**config.mk**
```make
export PLATFORM = sky130hd
export DESIGN_NAME = psec6_trigger_gen
export DESIGN_NICKNAME = d
export VERILOG_FILES = /design/src/rtl/psec6_trigger_gen.sv
export SDC_FILE = /design/constraint.sdc
export NUM_CORES = 1
export LEC_CHECK = 0
export ABC_AREA = 1
export CAP_MARGIN = 20
export CORE_MARGIN = 2
export CORE_UTILIZATION = 45
export CTS_BUF_LIST = sky130_fd_sc_hd__clkbuf_2 sky130_fd_sc_hd__clkbuf_4 sky130_fd_sc_hd__clkbuf_8
export DETAILED_ROUTE_END_ITERATION = 7
export PLACE_DENSITY = 0.88
export SLEW_MARGIN = 20
export SYNTH_ARGS = -nofsm -noshare
export SYNTH_HDL_FRONTEND = slang
export SYNTH_SLANG_ARGS = --single-unit
```
**constraint.sdc**
```tcl
create_clock -name clk -period 4.8 [get_ports clk]
set_input_delay 0.96 -clock clk [delete_from_list [all_inputs] [get_ports clk]]
set_output_delay 0.96 -clock clk [all_outputs]
set_load 0.02 [all_outputs]
```
**src/rtl/psec6_trigger_gen.sv**
```systemverilog
// Self-trigger generator: detects rising edges on eight discriminator channels,
// qualifies them by mode, then fires a held trigger level after a programmable delay.
module psec6_trigger_gen (
    input  logic        clk,
    input  logic        rst,
    input  logic [7:0]  disc_in,
    input  logic [7:0]  disc_polarity,
    input  logic [7:0]  trigger_channel_mask,
    input  logic [1:0]  mode,
    input  logic [5:0]  trigger_delay,
    input  logic        inst_start,
    input  logic        inst_rst,
    output logic        trigger_out,
    output logic        armed,
    output logic [7:0]  trigger_source,
    output logic [15:0] trigger_count,
    output logic [1:0]  state_dbg
);

    typedef enum logic [1:0] {
        IDLE  = 2'd0,
        ARMED = 2'd1,
        DELAY = 2'd2,
        HOLD  = 2'd3
    } state_e;

    state_e      state_q, state_d;
    logic [5:0]  cnt_q, cnt_d;
    logic [7:0]  prev_eff_q, prev_eff_d;
    logic [7:0]  trigger_source_q, trigger_source_d;
    logic [15:0] trigger_count_q, trigger_count_d;
    logic        trigger_out_q, trigger_out_d;
    logic        armed_q, armed_d;

    logic [7:0]  eff;
    logic [7:0]  hit;
    logic [3:0]  hit_pop;
    logic        cond;

    assign eff = ~(disc_in ^ disc_polarity);
    assign hit = eff & ~prev_eff_q & trigger_channel_mask;

    always_comb begin
        hit_pop = 4'd0;
        for (int i = 0; i < 8; i++) begin
            hit_pop = hit_pop + {3'd0, hit[i]};
        end
    end

    // Mode 3 requires every enabled channel to have a fresh edge in the same cycle.
    always_comb begin
        cond = 1'b0;
        case (mode)
            2'd0:    cond = 1'b0;
            2'd1:    cond = |hit;
            2'd2:    cond = (hit_pop >= 4'd2);
            default: cond = (|trigger_channel_mask) && (&(hit | ~trigger_channel_mask));
        endcase
    end

    always_comb begin
        state_d          = state_q;
        cnt_d            = cnt_q;
        trigger_source_d = trigger_source_q;
        trigger_count_d  = trigger_count_q;
        prev_eff_d       = eff;

        case (state_q)
            IDLE: begin
                if (inst_start) state_d = ARMED;
            end
            ARMED: begin
                if (cond) begin
                    trigger_source_d = hit;
                    cnt_d            = trigger_delay;
                    state_d          = (trigger_delay == 6'd0) ? HOLD : DELAY;
                end
            end
            DELAY: begin
                cnt_d = cnt_q - 6'd1;
                if (cnt_q <= 6'd1) state_d = HOLD;
            end
            default: begin
                if (inst_start) state_d = ARMED;
            end
        endcase

        // The clear pulse overrides any transition chosen above, including a same-cycle start.
        if (inst_rst) begin
            state_d          = IDLE;
            cnt_d            = 6'd0;
            trigger_source_d = 8'h00;
        end

        if (state_d == HOLD && state_q != HOLD && trigger_count_q != 16'hFFFF) begin
            trigger_count_d = trigger_count_q + 16'd1;
        end

        trigger_out_d = (state_d == HOLD);
        armed_d       = (state_d == ARMED);
    end

    always_ff @(posedge clk) begin
        if (rst) begin
            state_q          <= IDLE;
            cnt_q            <= 6'd0;
            prev_eff_q       <= 8'hFF;
            trigger_source_q <= 8'h00;
            trigger_count_q  <= 16'h0000;
            trigger_out_q    <= 1'b0;
            armed_q          <= 1'b0;
        end else begin
            state_q          <= state_d;
            cnt_q            <= cnt_d;
            prev_eff_q       <= prev_eff_d;
            trigger_source_q <= trigger_source_d;
            trigger_count_q  <= trigger_count_d;
            trigger_out_q    <= trigger_out_d;
            armed_q          <= armed_d;
        end
    end

    assign trigger_out    = trigger_out_q;
    assign armed          = armed_q;
    assign trigger_source = trigger_source_q;
    assign trigger_count  = trigger_count_q;
    assign state_dbg      = state_q;

endmodule
```
==> results of run 1 <==
==> critical path, delay by kind of cell <==
kind            cells  cell delay, ps
fa+ha+maj           5            2230
simple gates       10            1150
compound gates      3             460
buf+inv             5             300
==> power breakdown <==
part | switching (mW) | internal, mW
Sequential | 0.00680 | 0.358
Combinational | 0.112 | 0.0952
Clock | 0.126 | 0.122
Total | 0.245 | 0.575
==> Yosys cell counts, types with 7 or more instances <==
cell	count	area (um^2)
a21oi_1	30	150
dfxtp_1	42	841
ha_1	11	138
inv_1	64	240
nand2_1	90	338
nand2_2	9	56.3
nand3_1	39	195
nor2_1	27	101
nor3_1	9	45.0
o21ai_0	20	100
xnor2_1	7	61.3
xor2_1	7	61.3
==> flip-flops by register name (all words and copies together) (netlist names) <==
name            count
trigger_out         1
trigger_source      8
prev_eff_q          8
cnt_q               6
trigger_count      16
armed               1
state_dbg           2
==> how the worst max path moves through the flow <==
stage	end	cells after the start	from	slack (ps)
6_report	trigger_count[6]$_SDFFE_PP0P_	23	disc_in[1]	-60
5_1_grt	trigger_count[6]$_SDFFE_PP0P_	23	disc_in[0]	-170
4_1_cts	trigger_count[15]$_SDFFE_PP0P_	25	disc_in[3]	1
3_5_place_dp	trigger_count[15]$_SDFFE_PP0P_	24	disc_in[3]	-610
3_3_place_gp	trigger_count[12]$_SDFFE_PP0P_	25	disc_in[3]	-430
2_1_floorplan	trigger_count[7]$_SDFFE_PP0P_	23	disc_in[3]	120
==> stage by stage <==
step	setup WS [ps]	util
after floorplan	125	-
after global placement	-425	0.596
after detailed placement	-612	0.596
after CTS	1.37	0.670
after global routing	-172	0.689
final	-60.7	0.689
==> routing by layer <==
metal	GRT usage	vias to the layer above
met1	0.283	1466
met2	0.470	179
met5	0	-
li1	-	1492
met3	0.0549	47
met4	0.112	0
==> timing repair <==
action	4_1_cts	5_1_grt
resized for setup	40	54
hold buffers	0	0
buffers inserted	26	5
endpoints found under the hold margin	0	0
gates cloned	3	1
pin swaps	11	32
setup endpoints to repair	31	33
==> logic make-up after synthesis <==
family,synth area share
AOI/OAI and AO/OA,0.114
buffers and inverters,0.115
DFF,0.312
xor gates and xnor gates,0.0454
adders and majority gates,0.0807
and+or+nand+nor,0.333
==> area by class of cell <==
cell class | instances | share of cell area
Tap cell | 75 | 0.0233
Inverter | 71 | 0.0689
Timing Repair inverter | 1 | 0.00186
Clock buffer | 7 | 0.0223
Clock inverter | 1 | 0.00124
Timing Repair Buffer | 105 | 0.236
Sequential cell | 42 | 0.209
Multi-Input combinational cell | 282 | 0.438
==> cells in the final DEF (no fill, tap or decap), drive strengths merged, types with 2 or more instances in the layout <==
cell           synthesis  final
a21oi                 30     30
a31oi                  5      5
and2                   2      2
buf                    4     46
clkbuf                 3      9
clkdlybuf4s50          0     54
clkinv                 2      2
clkinvlp               0      2
dfxtp                 42     42
dlygate4sd2            0      3
fa                     4      4
ha                    11     11
inv                   69     69
nand2                101    101
nand3                 42     42
nand3b                 2      2
nand4                  4      4
nor2                  29     31
nor3                   9      9
nor4                   2      2
o21ai                 20     20
xnor2                  7      7
xor2                   7      7
==> results summary, run 1 <==
The run finished, with violations left. The final reports fail on negative setup slack. The worst-case headroom to the max-slew limit came out at 0.419. The beginning of the worst hold path is trigger_source[2]$_SDFFE_PP0P_. The number of cells on the worst hold path is 2. The number of remaining DRC errors came out at 0. The flip-flop and latch area came out at 841 um^2. Traced cell by cell, the critical path runs through buf_6, inv_2, nand2_2, nand3b_1, nor2_4, fa_1, inv_2, fa_1, fa_1, inv_1, ha_2, inv_2, fa_2, o21ai_2, o31ai_2, nand2_2, nand2_2, nand3_2, nand3_4, nand2_8, nor2_4, nand3_2, a21oi_2. At the worst endpoint, the required time is 5030 ps. For this run, the leading register cell type out of synthesis is dfxtp_1. The violation count after the first detailed-routing iteration is 219. The startpoint kind of the worst setup timing path is an input pin.

The post-synthesis net count came out at 451. Entering global routing, the biggest net connects 24 pins. The number of global-route vias before repair came to 2,963.

The average detailed-routed wire length per instance is 14.9 um. The maximum single-stage delay on the critical path is 570 ps. In this run the number of H-tree levels came out at 2.

The startpoint identified for the worst register-to-register timing path is prev_eff_q[1]$_SDFF_PP1_. The power density normalized to cell area is 203 nW/um^2. The estimated wirelength of the detail-placed design is 5140 um.

The met1 routed wirelength after detailed routing came out at 3310 um. STA classifies the critical path endpoint as a flop. The design area is 4030 um^2. The area of the die is 6630 um^2.

The worst-case IR drop observed on VDD is 165 uV. The actual slew at the worst max-slew pin came out at 869 ps. The core footprint is 5850 um^2. In the global route stage, overall resource usage came out at 0.256. The root buffer cell chosen for the clock tree is clkbuf_8.

The number of placed cells counting well taps is 544. The worst setup slack after layout is -60.7 ps. The horizontal extent of the die is 81.4 um. The worst hold path terminates at trigger_source[2]$_SDFFE_PP0P_. The minimum period implied by the final worst setup slack came out at 4860 ps. The layout cell share with drive strength beyond 1 came out at 0.253. The filler-free cell count of the finished design came out at 584. The number of sinks handled by clock tree synthesis is 42.

The relative area change from synthesis to final layout is 49.4%. In this run the count of I/O pins placed on the die edge is 64. The cell area reported after detailed placement is 3490 um^2. The number of nets in the layout is 559. The worst slack on hold paths is 482 ps. In this run the remaining antenna-violating nets after routing total 0.

The post-detailed-route via-to-cell ratio is 5.45. The routed design uses 560 um of met3 wire. The maximum fanout count along the critical path came out at 8.

TritonCTS built the clock tree. The number of search-and-repair iterations in the first detailed-routing pass is 5. The die is 81.4 um tall. The max-cap violation count came out at 0. For this configuration, the core starts out at a cell density of 0.461. The first-pass GRT wire length is 13,100 um. In the final timing run, aggregate negative setup slack is -363 ps. The final RePlAce weighted congestion is 0.877. The clock slew seen by the registers of the worst setup and hold paths is 80 ps.

The count of final hold-check violations is 0. Of the synthesized area, sequential elements account for 0.312. The total of fill cells in the finished design is 443. The total design power is 820 uW. The number of buffers added by the clock tree synthesis step is 5. The worst setup path is of the in -> reg kind. Setup slack on the worst reg-to-reg path comes out at 460 ps. The end of the worst register-to-register path is trigger_count[6]$_SDFFE_PP0P_.

The period utilization is 1.01. Data arrives at the worst endpoint at 5090 ps. In the detailed route, the total length drawn on met2 is 4450 um. The post-synthesis cell type count came out at 36. The routed wire length came out at 8710 um.

The final count of pins violating max slew is 0. The number of antenna diodes in the final layout is 0. The uppermost signal routing layer after detailed routing is met4. The total grt overflow is 0. The site row count is 28. The number of warnings reported in the yosys synthesis log came out at 0.

The path class of the tightest hold or removal check is reg -> reg. The total leakage power is 1.76 nW. The mean instance size in the synthesized netlist came out at 6.75 um^2. The total of buffers placed on input and output ports is 63. The clock arrives with 9.89 ps of skew. The maximum clock frequency came out at 206 MHz. Yosys mapped a number of flops with a built-in enable equal to 0. The post-synthesis sequential element count came out at 42.

The slowest stage of the critical path is the fa_1 cell. The number of instances in the synthesized netlist is 400. The clock network latency to the later pin of the worst-skew pair came out at 300 ps. The number of cell instances on the worst register-to-register path came out at 20. The initial antenna violation count is 0. The total of endpoints with negative setup slack in the final report is 10.

The area of the mapped netlist came out at 2700 um^2. The maximum number of buffers from clock root to sink is 2. Of all flip-flops after synthesis, the portion carrying an async set or reset was 0. The total via count after detailed routing came out at 3,184. The combined area of the multi-input logic cells came out at 1760 um^2. Setup repair after global routing could not meet its margin everywhere.
Power figures use the tool's default switching activity.
==> run 2: changes to the inputs <==
- CTS_BUF_LIST: sky130_fd_sc_hd__clkbuf_2 sky130_fd_sc_hd__clkbuf_4 sky130_fd_sc_hd__clkbuf_8 -> sky130_fd_sc_hd__clkbuf_4 sky130_fd_sc_hd__clkbuf_8
==> results of run 2 <==
No change in the layout: final DEF, timing and power equal those of run 1.
